File: config.mk
export PLATFORM = sky130hd
export DESIGN_NAME = apb_master_ctrl_flat
export DESIGN_NICKNAME = d
export VERILOG_FILES = /design/src/rtl/apb_master_ctrl_if.sv /design/src/rtl/apb_master_ctrl.sv /design/src/flat_wrapper.sv
export SDC_FILE = /design/constraint.sdc
export NUM_CORES = 1
export LEC_CHECK = 0
export ABC_AREA = 1
export ABC_CLOCK_PERIOD_IN_PS = 3800
export BUFFER_PORTS_ARGS = -buffer_cell sky130_fd_sc_hd__buf_4
export CORE_ASPECT_RATIO = 1.2
export CORE_MARGIN = 3
export CORE_UTILIZATION = 41
export CTS_CLUSTER_DIAMETER = 50
export DETAILED_ROUTE_END_ITERATION = 16
export PLACE_DENSITY = 0.76
export SLEW_MARGIN = 0
export SYNTH_ARGS = -nofsm -noshare
export SYNTH_HDL_FRONTEND = slang
export SYNTH_SLANG_ARGS = --single-unit
File: constraint.sdc
create_clock -name clk -period 3.8 [get_ports clk]
set_input_delay 0.76 -clock clk [delete_from_list [all_inputs] [get_ports clk]]
set_output_delay 0.76 -clock clk [all_outputs]
set_load 0.1 [all_outputs]
File: src/rtl/apb_master_ctrl_if.sv
// APB4 bus bundle between a requester (master modport) and a completer (slave modport).
interface apb_master_ctrl_if #(
  parameter int unsigned ADDR_WIDTH = 32,
  parameter int unsigned DATA_WIDTH = 32
) ();

  logic [ADDR_WIDTH-1:0]   paddr;
  logic [2:0]              pprot;
  logic                    psel;
  logic                    penable;
  logic                    pwrite;
  logic [DATA_WIDTH-1:0]   pwdata;
  logic [DATA_WIDTH/8-1:0] pstrb;
  logic                    pready;
  logic [DATA_WIDTH-1:0]   prdata;
  logic                    pslverr;

  modport master (
    output paddr,
    output pprot,
    output psel,
    output penable,
    output pwrite,
    output pwdata,
    output pstrb,
    input  pready,
    input  prdata,
    input  pslverr
  );

  modport slave (
    input  paddr,
    input  pprot,
    input  psel,
    input  penable,
    input  pwrite,
    input  pwdata,
    input  pstrb,
    output pready,
    output prdata,
    output pslverr
  );

endinterface

File: src/rtl/apb_master_ctrl.sv
// Single-outstanding APB4 requester: one SETUP/ACCESS transfer per accepted request.
// Define APB_MASTER_CTRL_TIMEOUT_EN to enable the bounded-wait ACCESS timeout and abort path.
module apb_master_ctrl #(
  parameter int unsigned ADDR_WIDTH     = 32,
  parameter int unsigned DATA_WIDTH     = 32,
  parameter int unsigned TIMEOUT_CYCLES = 256
) (
  input  logic                    clk,
  input  logic                    rst,
  // request channel
  input  logic                    req_valid,
  output logic                    req_ready,
  input  logic [ADDR_WIDTH-1:0]   req_addr,
  input  logic                    req_write,
  input  logic [DATA_WIDTH-1:0]   req_wdata,
  input  logic [DATA_WIDTH/8-1:0] req_strb,
  input  logic [2:0]              req_prot,
  // response channel
  output logic                    rsp_valid,
  input  logic                    rsp_ready,
  output logic [DATA_WIDTH-1:0]   rsp_rdata,
  output logic                    rsp_err,
  output logic                    rsp_timeout,
  // APB master port
  apb_master_ctrl_if.master       apb_if
);

  localparam int unsigned StrbW = DATA_WIDTH / 8;
  localparam bit ParamsOk = (TIMEOUT_CYCLES >= 2) && ((DATA_WIDTH % 8) == 0);

  localparam logic [1:0] StIdle   = 2'd0;
  localparam logic [1:0] StSetup  = 2'd1;
  localparam logic [1:0] StAccess = 2'd2;
  localparam logic [1:0] StResp   = 2'd3;

  if (!ParamsOk) begin : g_bad_params
    $error("apb_master_ctrl: TIMEOUT_CYCLES must be >= 2 and DATA_WIDTH a multiple of 8");
  end

  logic [1:0]            state_q, state_d;
  logic [ADDR_WIDTH-1:0] addr_q;
  logic                  write_q;
  logic [DATA_WIDTH-1:0] wdata_q;
  logic [StrbW-1:0]      strb_q;
  logic [2:0]            prot_q;
  logic [DATA_WIDTH-1:0] rdata_q;
  logic                  err_q;
  logic                  accept;
  logic                  abort;

  assign accept = req_valid && (state_q == StIdle);

`ifdef APB_MASTER_CTRL_TIMEOUT_EN
  localparam int unsigned CntW = (TIMEOUT_CYCLES > 2) ? $clog2(TIMEOUT_CYCLES) : 1;

  logic [CntW-1:0] cnt_q, cnt_d;
  logic            timeout_q;
  logic            cnt_last;

  assign cnt_last = (cnt_q == CntW'(TIMEOUT_CYCLES - 1));
  assign abort    = (state_q == StAccess) && !apb_if.pready && cnt_last;

  // Counter clears in SETUP and stops at the last allowed ACCESS cycle, so it never wraps.
  always_comb begin
    cnt_d = cnt_q;
    if (state_q == StSetup) begin
      cnt_d = '0;
    end else if ((state_q == StAccess) && !apb_if.pready && !cnt_last) begin
      cnt_d = cnt_q + 1'b1;
    end
  end

  always_ff @(posedge clk or posedge rst) begin
    if (rst) begin
      cnt_q     <= '0;
      timeout_q <= 1'b0;
    end else begin
      cnt_q <= cnt_d;
      if (state_q == StAccess) begin
        if (apb_if.pready) begin
          timeout_q <= 1'b0;
        end else if (abort) begin
          timeout_q <= 1'b1;
        end
      end
    end
  end

  assign rsp_timeout = timeout_q;
`else
  assign abort       = 1'b0;
  assign rsp_timeout = 1'b0;
`endif

  always_comb begin
    state_d = state_q;
    unique case (state_q)
      StIdle: begin
        if (req_valid) begin
          state_d = StSetup;
        end
      end
      StSetup: begin
        state_d = StAccess;
      end
      StAccess: begin
        if (apb_if.pready || abort) begin
          state_d = StResp;
        end
      end
      StResp: begin
        if (rsp_ready) begin
          state_d = StIdle;
        end
      end
      default: begin
        state_d = StIdle;
      end
    endcase
  end

  always_ff @(posedge clk or posedge rst) begin
    if (rst) begin
      state_q <= StIdle;
    end else begin
      state_q <= state_d;
    end
  end

  // Request fields are sampled only at the handshake and held until the next one.
  always_ff @(posedge clk or posedge rst) begin
    if (rst) begin
      addr_q  <= '0;
      write_q <= 1'b0;
      wdata_q <= '0;
      strb_q  <= '0;
      prot_q  <= '0;
    end else if (accept) begin
      addr_q  <= req_addr;
      write_q <= req_write;
      wdata_q <= req_wdata;
      strb_q  <= req_write ? req_strb : '0;
      prot_q  <= req_prot;
    end
  end

  always_ff @(posedge clk or posedge rst) begin
    if (rst) begin
      rdata_q <= '0;
      err_q   <= 1'b0;
    end else if (state_q == StAccess) begin
      if (apb_if.pready) begin
        rdata_q <= write_q ? '0 : apb_if.prdata;
        err_q   <= apb_if.pslverr;
      end else if (abort) begin
        rdata_q <= '0;
        err_q   <= 1'b1;
      end
    end
  end

  // Gate with rst so the request channel reads not-ready while reset is held.
  assign req_ready = (state_q == StIdle) && !rst;
  assign rsp_valid = (state_q == StResp);
  assign rsp_rdata = rdata_q;
  assign rsp_err   = err_q;

  assign apb_if.psel    = (state_q == StSetup) || (state_q == StAccess);
  assign apb_if.penable = (state_q == StAccess);
  assign apb_if.paddr   = addr_q;
  assign apb_if.pprot   = prot_q;
  assign apb_if.pwrite  = write_q;
  assign apb_if.pwdata  = wdata_q;
  assign apb_if.pstrb   = strb_q;

endmodule
File: src/flat_wrapper.sv
// flat-port wrapper written by rule: the top's interface ports become plain ports
module apb_master_ctrl_flat 
#(
  parameter int unsigned ADDR_WIDTH     = 32,
  parameter int unsigned DATA_WIDTH     = 32,
  parameter int unsigned TIMEOUT_CYCLES = 256
)
  (clk, rst, req_valid, req_ready, req_addr, req_write, req_wdata, req_strb, req_prot, rsp_valid, rsp_ready, rsp_rdata, rsp_err, rsp_timeout, apb_if_paddr, apb_if_pprot, apb_if_psel, apb_if_penable, apb_if_pwrite, apb_if_pwdata, apb_if_pstrb, apb_if_pready, apb_if_prdata, apb_if_pslverr);
  apb_master_ctrl_if #(.ADDR_WIDTH(ADDR_WIDTH), .DATA_WIDTH(DATA_WIDTH)) apb_if_i ();
  input  logic clk;
  input  logic rst;
  input  logic req_valid;
  output logic req_ready;
  input  logic [ADDR_WIDTH-1:0] req_addr;
  input  logic req_write;
  input  logic [DATA_WIDTH-1:0] req_wdata;
  input  logic [DATA_WIDTH/8-1:0] req_strb;
  input  logic [2:0] req_prot;
  output logic rsp_valid;
  input  logic rsp_ready;
  output logic [DATA_WIDTH-1:0] rsp_rdata;
  output logic rsp_err;
  output logic rsp_timeout;
  output wire logic [$bits(apb_if_i.paddr)-1:0] apb_if_paddr;
  output wire logic [$bits(apb_if_i.pprot)-1:0] apb_if_pprot;
  output wire logic [$bits(apb_if_i.psel)-1:0] apb_if_psel;
  output wire logic [$bits(apb_if_i.penable)-1:0] apb_if_penable;
  output wire logic [$bits(apb_if_i.pwrite)-1:0] apb_if_pwrite;
  output wire logic [$bits(apb_if_i.pwdata)-1:0] apb_if_pwdata;
  output wire logic [$bits(apb_if_i.pstrb)-1:0] apb_if_pstrb;
  input wire logic [$bits(apb_if_i.pready)-1:0] apb_if_pready;
  input wire logic [$bits(apb_if_i.prdata)-1:0] apb_if_prdata;
  input wire logic [$bits(apb_if_i.pslverr)-1:0] apb_if_pslverr;
  assign apb_if_paddr = apb_if_i.paddr;
  assign apb_if_pprot = apb_if_i.pprot;
  assign apb_if_psel = apb_if_i.psel;
  assign apb_if_penable = apb_if_i.penable;
  assign apb_if_pwrite = apb_if_i.pwrite;
  assign apb_if_pwdata = apb_if_i.pwdata;
  assign apb_if_pstrb = apb_if_i.pstrb;
  assign apb_if_i.pready = apb_if_pready;
  assign apb_if_i.prdata = apb_if_prdata;
  assign apb_if_i.pslverr = apb_if_pslverr;
  apb_master_ctrl #(.ADDR_WIDTH(ADDR_WIDTH), .DATA_WIDTH(DATA_WIDTH), .TIMEOUT_CYCLES(TIMEOUT_CYCLES)) u_core (.clk(clk), .rst(rst), .req_valid(req_valid), .req_ready(req_ready), .req_addr(req_addr), .req_write(req_write), .req_wdata(req_wdata), .req_strb(req_strb), .req_prot(req_prot), .rsp_valid(rsp_valid), .rsp_ready(rsp_ready), .rsp_rdata(rsp_rdata), .rsp_err(rsp_err), .rsp_timeout(rsp_timeout), .apb_if(apb_if_i));
endmodule
# Word level (Yosys, flattened, before mapping)
# Index checks and enable logic that the tools add are counted.
# Widths: inputs -> output; s select.
# word_totals
elab_cells	27
out_inout_bits	110
reg_bits	107
in_bits	110
# classes
muxes	6
n_reduce_logical	7
n_eq_ne	6
# op_table
cell	count
$mux 32	1
$pmux 2 s4	1
$mux 2	3
$eq 2x2->1 const B	2
$mux 4	1
$ne 2x1->1 const B	2
$reduce_and 3->1	1
$eq 2x1->1 const B	1
$logic_and 1x1->1	2
$logic_not 2->1	1
$ne 2x2->1 const B	1
$reduce_and 2->1	1
$logic_not 1->1	1
$logic_or 1x1->1	1

# Longest topological paths before layout
# Gate-level depths: netlist of run 1.
# depth
ltp_word	3
ltp_mapped	8
depth_no_buf	6

# Worst setup path before layout of run 1
# OpenSTA, ideal clock, no wires.
# synth_timing
path_kind	input-to-output
from	input rst
to	output req_ready
path_stages	1
arrival_ps	2013
setup_slack_ps	1027
required_ps	3040
path_cell_list	nor2_1
# synth_between
elab_chain_len	2
# synth_rtl
item	line	source
from (decl)	flat_wrapper.sv:11	input logic rst;
$logic_not 1->1 (no source line)	--	
$logic_and 1x1->1	apb_master_ctrl.sv:163	assign req_ready = (state_q == StIdle) && !rst;
to (decl)	flat_wrapper.sv:13	output logic req_ready;
# No other way between the ends.

# Worst setup path in the final report of run 1
# layout_timing
from	register u_core.state_q[0]
to	output apb_if_penable
# layout_between
elab_chain_len	1
# layout_rtl
item	line	source
from (decl)	apb_master_ctrl.sv:40	logic [1:0] state_q, state_d;
from (signal assigned)	apb_master_ctrl.sv:124	state_q <= StIdle;
from (signal assigned)	apb_master_ctrl.sv:126	state_q <= state_d;
$eq 2x2->1	apb_master_ctrl.sv:169	assign apb_if.penable = (state_q == StAccess);
to (decl)	flat_wrapper.sv:27	output wire logic [$bits(apb_if_i.penable)-1:0] apb_if_penable;
# No other way between the ends.

==> flow_summary_export.csv, run 1 <==
group,metric,value,unit
worst_hold_path,holdCritPathClass,"register to register",
timing,slew_headroom,0.265,
route,antenna_left,0,
clock_network,cts.sinks,107,
logic_synthesis,syn-num-nets,591,
critical_path,path_buf_inv,2,
worst_hold_path,hold_end,"u_core.apb_if.paddr[30]",
finish,final_net_count,796,
critical_path,critical-path-top-delay-family,"buffers and inverters",
global_route,grt_max_degree,95,
route,drt_wl_total,11.2,mm
timing,min_period,2260,ps
finish,diodes,0,
logic_synthesis,synth_ff_type,"dfrtp_1",
timing,finalSetupViolations,0,
logic_synthesis,seq_area_frac_synth,0.629,
timing,final.setup.tns,0,ps
clock_network,cts_buffer_depth,2,
logic_synthesis,synth-seq-cells,107,
global_route,grt_antenna_before_repair,0,
route,drc,0,
route,avgRoutedWirePerCell,13.7,µm
clock_network,cts_tree,"built",
critical_path,r2r_end,"u_core.apb_if.pwrite",
job,maxCapViolCount,0,
logic_synthesis,synthesis.area,4260,µm²
timing,timing.final.crit_share,0.595,
floorplanning,die_width,99.0,µm
route,drtPass1Iterations,4,
critical_path,crit_path_max_fanout,5,
global_route,grt_pass1_vias,3844,
clock_network,cts-root-buf,"clkbuf_16",
status,outcome,"finished clean",
route,vias_per_cell,4.70,
timing,finClkSkew,4.78,ps
global_route,grt_overflow,0,
floorplanning,io-pin-count,220,
critical_path,cpPeakStageDelay,400,ps
logic_synthesis,avgSynthCellArea,8.92,µm²
clock_network,cts_setup_buffers,0,
place,numPortBuffers,218,
critical_path,r2r_cells,6,
clock_network,cts_buffers,9,
timing,hold_viol,0,
logic_synthesis,synth.area.top_cells,"dfrtp_1 63%, nand2_1 25%, buf_6 2.6%",
logic_synthesis,yosysTopAreaCellShare,0.629,
logic_synthesis,yosysUniqueCellTypes,16,
finish,drive_gt1_frac,0.345,
critical_path,path_cells,"inv_1 -> ha_1 -> buf_4",
timing,rsz0062_at_grt,"no",
timing,tightest_slew,1100,ps
worst_hold_path,min_path_cells,2,
critical_path,cp-start-kind,"register",
global_route,grt_usage,0.192,
timing,slew_viol_final,0,
floorplanning,core-area,10100,µm²
critical_path,cp.required,3040,ps
logic_synthesis,synth.most_common_cell,"nand2_1",
clock_network,cts_resized,0,
place,place_congestion,0.873,
critical_path,slowest_stage,"dfrtp_1",
floorplanning,start_util,0.423,
clock_network,hold_buffers,0,
critical_path,reg2reg_from,"u_core.state_q[0]",
clock_network,clk_pin_slew_worst_paths,70,ps
critical_path,ff2ff_setup_slack,1840,ps
logic_synthesis,syn_inst,477,
critical_path,critPathArrivalTime,1500,ps
logic_synthesis,async_reset_ff_frac,1.00,
worst_hold_path,hold_path.startpoint,"u_core.apb_if.paddr[30]",
critical_path,crit_type,"register to primary output",
clock_network,h-tree-depth,3,
logic_synthesis,synth_edf_count,0,
place,dp_hpwl,8.19,mm
route,vias,3816,
floorplanning,std_cell_rows,40,
clock_network,clk_latency,330,ps
logic_synthesis,synth_top_area_cell,"dfrtp_1",
logic_synthesis,yosys-top-cells-count,"286 x nand2_1, 107 x dfrtp_1, 20 x o21ai_0",
floorplanning,die_h,118,µm
route,drtIter0Drc,135,
finish,syn_to_final_growth,44.9,%
global_route,grt_pass1_wl,18.3,mm
timing,max_clock_freq,442,MHz
critical_path,crit_path_end_kind,"primary output",
logic_synthesis,synth_warnings,0,
floorplanning,dieArea,11600,µm²
[layer usage]
layer	track usage	vias up	share of wire
li1	-	1862	-
met1	0.237	1761	0.39
met2	0.309	173	0.49
met3	0.0581	20	0.098
met4	0.0871	0	0.023
met5	0	-	0
[tightest hold or removal path, delay by kind of cell (launching register included)]
family,cells,cell delay [ps]
and+or+nand+nor,2,100
DFF,1,340
[how the worst max path moves through the flow]
| stage | startpoint | end | cells past startpoint |
|---|---|---|---|
| detailed placement | req_valid | u_core.apb_if.pwdata[4] | 5 |
| finish | u_core.state_q[0] | apb_if_penable | 3 |
| CTS | u_core.state_q[0] | req_ready | 5 |
| global placement | rst | req_ready | 3 |
| floorplan | rst | u_core.apb_if.paddr[0] | 1 |
| global route | u_core.state_q[0] | req_ready | 5 |
[layout make-up]
cell class,count,area (µm²)
clock inverters,2,35.0
repair buffers,220,1650
clock buffers,13,260
well taps,126,158
multi-input cells,333,1340
fillers,845,3890
inverters,11,43.8
flip-flops and latches,107,2680
[stage by stage]
step | std cells | instance area [µm²] | hold slack [ps] | util | worst slack, ps
2_1_floorplan | 477 | 4260 | 477 | - | 223
3_3_place_gp | 797 | 5870 | 463 | 0.584 | 1760
3_5_place_dp | 797 | 5870 | 466 | 0.584 | 1730
4_1_cts | 812 | 6170 | 484 | 0.613 | 1510
5_1_grt | 812 | 6170 | 505 | 0.613 | 1450
6_report | 812 | 6170 | 482 | 0.613 | 1540
[cell usage in the layout (no fill, tap or decap)]
master,n
buf_4,220
bufinv_16,1
clkbuf_1,2
clkbuf_16,9
clkbuf_8,2
clkinv_2,1
conb_1,1
dfrtp_1,107
ha_1,4
inv_1,9
inv_2,1
inv_4,1
nand2_1,284
nand2_2,2
nand3_1,2
nand4_1,2
nor2_1,1
o21ai_0,20
o21ai_1,17
[registers in the layout (all words and copies together) (netlist names)]
register / flops
u_core.rsp_err: 1
u_core.apb_if.pstrb: 4
u_core.apb_if.paddr: 32
u_core.apb_if.pwrite: 1
u_core.apb_if.pwdata: 32
u_core.apb_if.pprot: 3
u_core.state_q: 2
u_core.rsp_rdata: 32
[cells by family after synthesis]
logic type,synth area share
DFF,0.629
adders and majority gates,0.0118
buffers and inverters,0.0564
other,0.000881
and+or+nand+nor,0.258
AOI/OAI and AO/OA,0.0435
Power of run 1 is not shown: default switching activity piles up to over one toggle a cycle in this logic, so the estimate is an artifact.
==> run 2, diff against run 1 <==
--- a/config.mk
+++ b/config.mk
@@ -6,7 +6,7 @@
 export NUM_CORES = 1
 export LEC_CHECK = 0
 export ABC_AREA = 1
-export ABC_CLOCK_PERIOD_IN_PS = 3800
+export ABC_CLOCK_PERIOD_IN_PS = 2000
 export BUFFER_PORTS_ARGS = -buffer_cell sky130_fd_sc_hd__buf_4
 export CORE_ASPECT_RATIO = 1.2
 export CORE_MARGIN = 3
==> constraint.sdc (replaced) <==
create_clock -name clk -period 2 [get_ports clk]
set_input_delay 0.4 -clock clk [delete_from_list [all_inputs] [get_ports clk]]
set_output_delay 0.4 -clock clk [all_outputs]
set_load 0.1 [all_outputs]
==> run 2 against run 1 <==
Non-clock buffer count grew 6. Setup slack lost 1400 ps. Critical endpoint is now req_ready. Largest cell class unchanged. Die area is the same. Critical path type unchanged. Cell count grew 0.86%. Via count shrank 0.26%. Global-route usage grew 0.060 points. Routed wire length grew 1.9%. Highest routed layer unchanged.
==> flow_summary_export.csv, run 2 (same netlist as run 1, synthesis figures left out) <==
group,metric,value,unit
finish,layout_common_cells,"284 x nand2_1, 224 x buf_4, 107 x dfrtp_1, 20 x o21ai_0, 17 x o21ai_1",
critical_path,cp_common_cell,"inv_1",
global_route,grt_antenna_before_repair,0,
timing,final.setup.tns,0,ps
timing,tightest_slew,596,ps
critical_path,path_buf_inv,3,
timing,finClkSkew,7.42,ps
global_route,grt_usage,0.193,
critical_path,r2r_cells,5,
route,vias_per_cell,4.65,
timing,timing.final.crit_share,0.940,
route,drtIter0Drc,114,
clock_network,cts-root-buf,"clkbuf_16",
floorplanning,core-area,10100,µm²
finish,stdcell_count,819,
timing,slew_headroom,0.602,
finish,layout_commonest_cell,"nand2_1",
clock_network,cts_resized,0,
floorplanning,die_h,118,µm
timing,finalSetupViolations,0,
timing,slew_viol_final,0,
critical_path,cp-start-kind,"register",
worst_hold_path,holdCritPathClass,"input port to async pin",
route,drt_wl_total,11.4,mm
finish,multiInputGateArea,1350,µm²
timing,rsz0062_at_grt,"no",
critical_path,crit_type,"register to primary output",
timing,hold_viol,0,
global_route,grt_pass1_wl,18.4,mm
clock_network,cts_buffers,9,
clock_network,clk_pin_slew_worst_paths,70,ps
timing,holdWs,140,ps
clock_network,cts_setup_buffers,0,
job,maxCapViolCount,0,
place,numPortBuffers,218,
place,dp.cells,803,
clock_network,hold_buffers,0,
finish,drive_gt1_frac,0.358,
finish,fillerInstances,853,
route,antenna_left,0,
clock_network,cts_tree,"built",
route,drtPass1Iterations,7,
critical_path,reg2reg_from,"u_core.state_q[0]",
global_route,grt_max_degree,66,
global_route,grt_pass1_vias,3869,
timing,postLayoutSetupSlackWorst,119,ps
route,drc,0,
floorplanning,std_cell_rows,40,
floorplanning,die_width,99.0,µm
floorplanning,start_util,0.423,
global_route,grt_overflow,0,
clock_network,clk_latency,340,ps
timing,max_clock_freq,532,MHz
clock_network,h-tree-depth,3,
route,vias,3806,
finish,final_net_count,802,
place,dp_hpwl,8.26,mm
finish,syn_to_final_growth,47.5,%
timing,min_period,1880,ps
critical_path,cp.required,1600,ps
critical_path,ff2ff_setup_slack,460,ps
floorplanning,io-pin-count,220,
status,outcome,"finished clean",
place,place_congestion,0.785,
critical_path,crit_path_max_fanout,3,
clock_network,cts_buffer_depth,2,
critical_path,crit_path_end_kind,"primary output",
floorplanning,dieArea,11600,µm²
critical_path,slowest_stage,"dfrtp_1",
critical_path,path_cells,"inv_1 -> ha_1 -> inv_1 -> nor2_2 -> buf_4",
critical_path,r2r_end,"u_core.rsp_rdata[7]",
critical_path,critical-path-top-delay-family,"buffers and inverters",
place,pre_cts_ws,461,ps
critical_path,critPathArrivalTime,1480,ps
critical_path,cpPeakStageDelay,400,ps
clock_network,cts.sinks,107,
finish,diodes,0,
route,avgRoutedWirePerCell,13.9,µm
finish,final-seq-area,2680,µm²
==> run 2: changes by cell type in the layout (fill, tap and decap cells not counted), sizes merged <==
cell and change:
clkinvlp +3, buf +6, clkinv +1, inv -1, clkbuf -3, bufinv +1
==> run 2: final cells by class <==
cell class                      instances  area share
Clock buffer                           10      0.0381
Clock inverter                          6      0.0141
Inverter                               11     0.00717
Multi-Input combinational cell        333       0.215
Sequential cell                       107       0.426
Tap cell                              126      0.0251
Timing Repair Buffer                  226       0.274
==> run 2: how the worst max path moves through the flow <==
stage	from	endpoint	slack [ps]	cells past startpoint
2_1_floorplan	u_core.state_q[0]	req_ready	130	4
3_3_place_gp	u_core.state_q[0]	req_ready	490	5
3_5_place_dp	u_core.state_q[1]	u_core.apb_if.pstrb[3]	460	5
4_1_cts	u_core.state_q[0]	req_ready	90	5
5_1_grt	u_core.state_q[0]	req_ready	40	5
6_report	u_core.state_q[0]	req_ready	120	5
==> run 2: per-layer routing <==
| layer | GRT usage | share of wire | vias up |
|---|---|---|---|
| met5 | 0 | 0 | - |
| met1 | 0.227 | 0.39 | 1754 |
| met3 | 0.0599 | 0.093 | 23 |
| met2 | 0.321 | 0.49 | 160 |
| met4 | 0.0880 | 0.027 | 0 |
| li1 | - | - | 1869 |
==> run 2: per-stage QoR <==
step	area [µm²]	utilization
2_1_floorplan	4270	-
3_3_place_gp	5950	0.592
3_5_place_dp	5950	0.592
4_1_cts	6280	0.624
5_1_grt	6280	0.624
6_report	6280	0.624
Power of run 2 is left out for the same reason.
==> run 3, diff against run 2 <==
--- a/config.mk
+++ b/config.mk
@@ -13,7 +13,7 @@
 export CORE_UTILIZATION = 41
 export CTS_CLUSTER_DIAMETER = 50
 export DETAILED_ROUTE_END_ITERATION = 16
-export PLACE_DENSITY = 0.76
+export PLACE_DENSITY = 0.75
 export SLEW_MARGIN = 0
 export SYNTH_ARGS = -nofsm -noshare
 export SYNTH_HDL_FRONTEND = slang
==> run 3 against run 2 <==
Flip-flop and latch count unchanged. Global-route usage is 0.74 points higher. First-iteration DRC count rose by 42%.
==> flow_summary_export.csv, run 3 (same netlist as run 1, synthesis figures left out) <==
group,metric,value,unit
worst_hold_path,holdCritPathClass,"input port to async pin",
global_route,grt_overflow,0,
critical_path,path_cells,"inv_1 -> ha_1 -> inv_1 -> nor2_2 -> buf_6",
critical_path,crit_path_max_fanout,3,
timing,slew_headroom,0.626,
floorplanning,die_h,118,µm
critical_path,r2r_cells,5,
route,drt_wl_total,11.6,mm
critical_path,cpPeakStageDelay,400,ps
finish,diodes,0,
finish,layout_commonest_cell,"nand2_1",
finish,syn_to_final_growth,47.4,%
clock_network,cts_setup_buffers,0,
finish,finalInstanceArea,6280,µm²
timing,finClkSkew,5.23,ps
clock_network,h-tree-depth,3,
critical_path,cp_common_cell,"inv_1",
clock_network,clk_pin_slew_worst_paths,70,ps
place,place_congestion,0.802,
place,numPortBuffers,218,
timing,slew_viol_final,0,
critical_path,crit_path_end_kind,"primary output",
timing,max_clock_freq,537,MHz
floorplanning,core-area,10100,µm²
critical_path,critical-path-top-delay-family,"buffers and inverters",
finish,drive_gt1_frac,0.355,
global_route,grt_pass1_vias,4041,
finish,fillerInstances,880,
place,place_area,5940,µm²
finish,final-seq-area,2680,µm²
critical_path,r2r_end,"u_core.rsp_rdata[9]",
route,vias_per_cell,4.73,
floorplanning,dieArea,11600,µm²
critical_path,critPathArrivalTime,1460,ps
critical_path,cp.required,1600,ps
clock_network,cts_buffer_depth,2,
route,avgRoutedWirePerCell,14.2,µm
clock_network,clk_latency,330,ps
finish,layout_common_cells,"284 x nand2_1, 222 x buf_4, 107 x dfrtp_1, 20 x o21ai_0, 17 x o21ai_1",
status,outcome,"finished clean",
clock_network,cts_buffers,9,
timing,finalSetupViolations,0,
critical_path,ff2ff_setup_slack,410,ps
timing,tightest_slew,562,ps
clock_network,cts-root-buf,"clkbuf_16",
timing,timing.final.crit_share,0.931,
route,drtPass1Iterations,4,
place,dp_hpwl,8.58,mm
route,antenna_left,0,
route,vias,3872,
route,drc,0,
job,maxCapViolCount,0,
route,drtIter0Drc,162,
timing,final.setup.tns,0,ps
timing,hold_viol,0,
clock_network,hold_buffers,0,
critical_path,reg2reg_from,"u_core.state_q[0]",
timing,rsz0062_at_grt,"no",
critical_path,crit_type,"register to primary output",
global_route,grt_usage,0.200,
floorplanning,start_util,0.423,
global_route,grt_max_degree,108,
floorplanning,std_cell_rows,40,
finish,multiInputGateArea,1350,µm²
floorplanning,die_width,99.0,µm
critical_path,path_buf_inv,3,
finish,final_net_count,801,
critical_path,slowest_stage,"dfrtp_1",
critical_path,cp-start-kind,"register",
global_route,grt_pass1_wl,19.0,mm
clock_network,cts_tree,"built",
global_route,grt_antenna_before_repair,0,
clock_network,cts.sinks,107,
timing,min_period,1860,ps
floorplanning,io-pin-count,220,
-- run 3: changes by cell type in the layout (fill, tap and decap cells not counted), sizes merged --
cell	change
clkbuf	+2
buf	-1
clkinv	-1
clkinvlp	-1
-- run 3: repair_timing --
item,in CTS,in global routing
endpoints found under the setup margin,0,1
endpoints found under the hold margin,0,0
gates resized for setup,0,1
-- run 3: how the worst max path moves through the flow --
stage                     depth (start not counted)                        to              start  slack [ps]
after floorplan                                   4                 req_ready  u_core.state_q[0]         130
after global placement                            5                 req_ready  u_core.state_q[0]         490
after detailed placement                          7  u_core.apb_if.pwdata[17]  u_core.state_q[0]         440
after CTS                                         5                 req_ready  u_core.state_q[0]          80
after global routing                              5                 req_ready  u_core.state_q[0]          10
final                                             5                 req_ready  u_core.state_q[0]         140
-- run 3: area by class of cell --
type / count / share of cell area
inverters: 11 / 0.00718
repair buffers: 225 / 0.274
clock buffers: 12 / 0.0409
clock inverters: 4 / 0.0116
well taps: 126 / 0.0251
multi-input cells: 333 / 0.215
flip-flops and latches: 107 / 0.427
-- run 3: stage by stage --
stage	worst slack (ps)	cells	hold slack, ps	util
floorplan	125	477	477	-
finish	139	818	232	0.624
global route	13.5	818	253	0.624
global placement	495	802	460	0.591
CTS	79.5	818	239	0.624
detailed placement	437	802	471	0.591
-- run 3: routing by layer --
layer / global-route usage / wire length (µm)
met1: 0.239 / 4570
met4: 0.0905 / 313
met3: 0.0397 / 802
met2: 0.345 / 5950
met5: 0 / 0
-- run 3: worst register-to-register path: cells and delay by family, from the launching register on --
kind / cells / cell delay (ps)
compound gates: 1 / 230
buf+inv: 2 / 540
flops: 1 / 380
fa+ha+maj: 1 / 220
simple gates: 1 / 60
Power of run 3 is left out for the same reason.
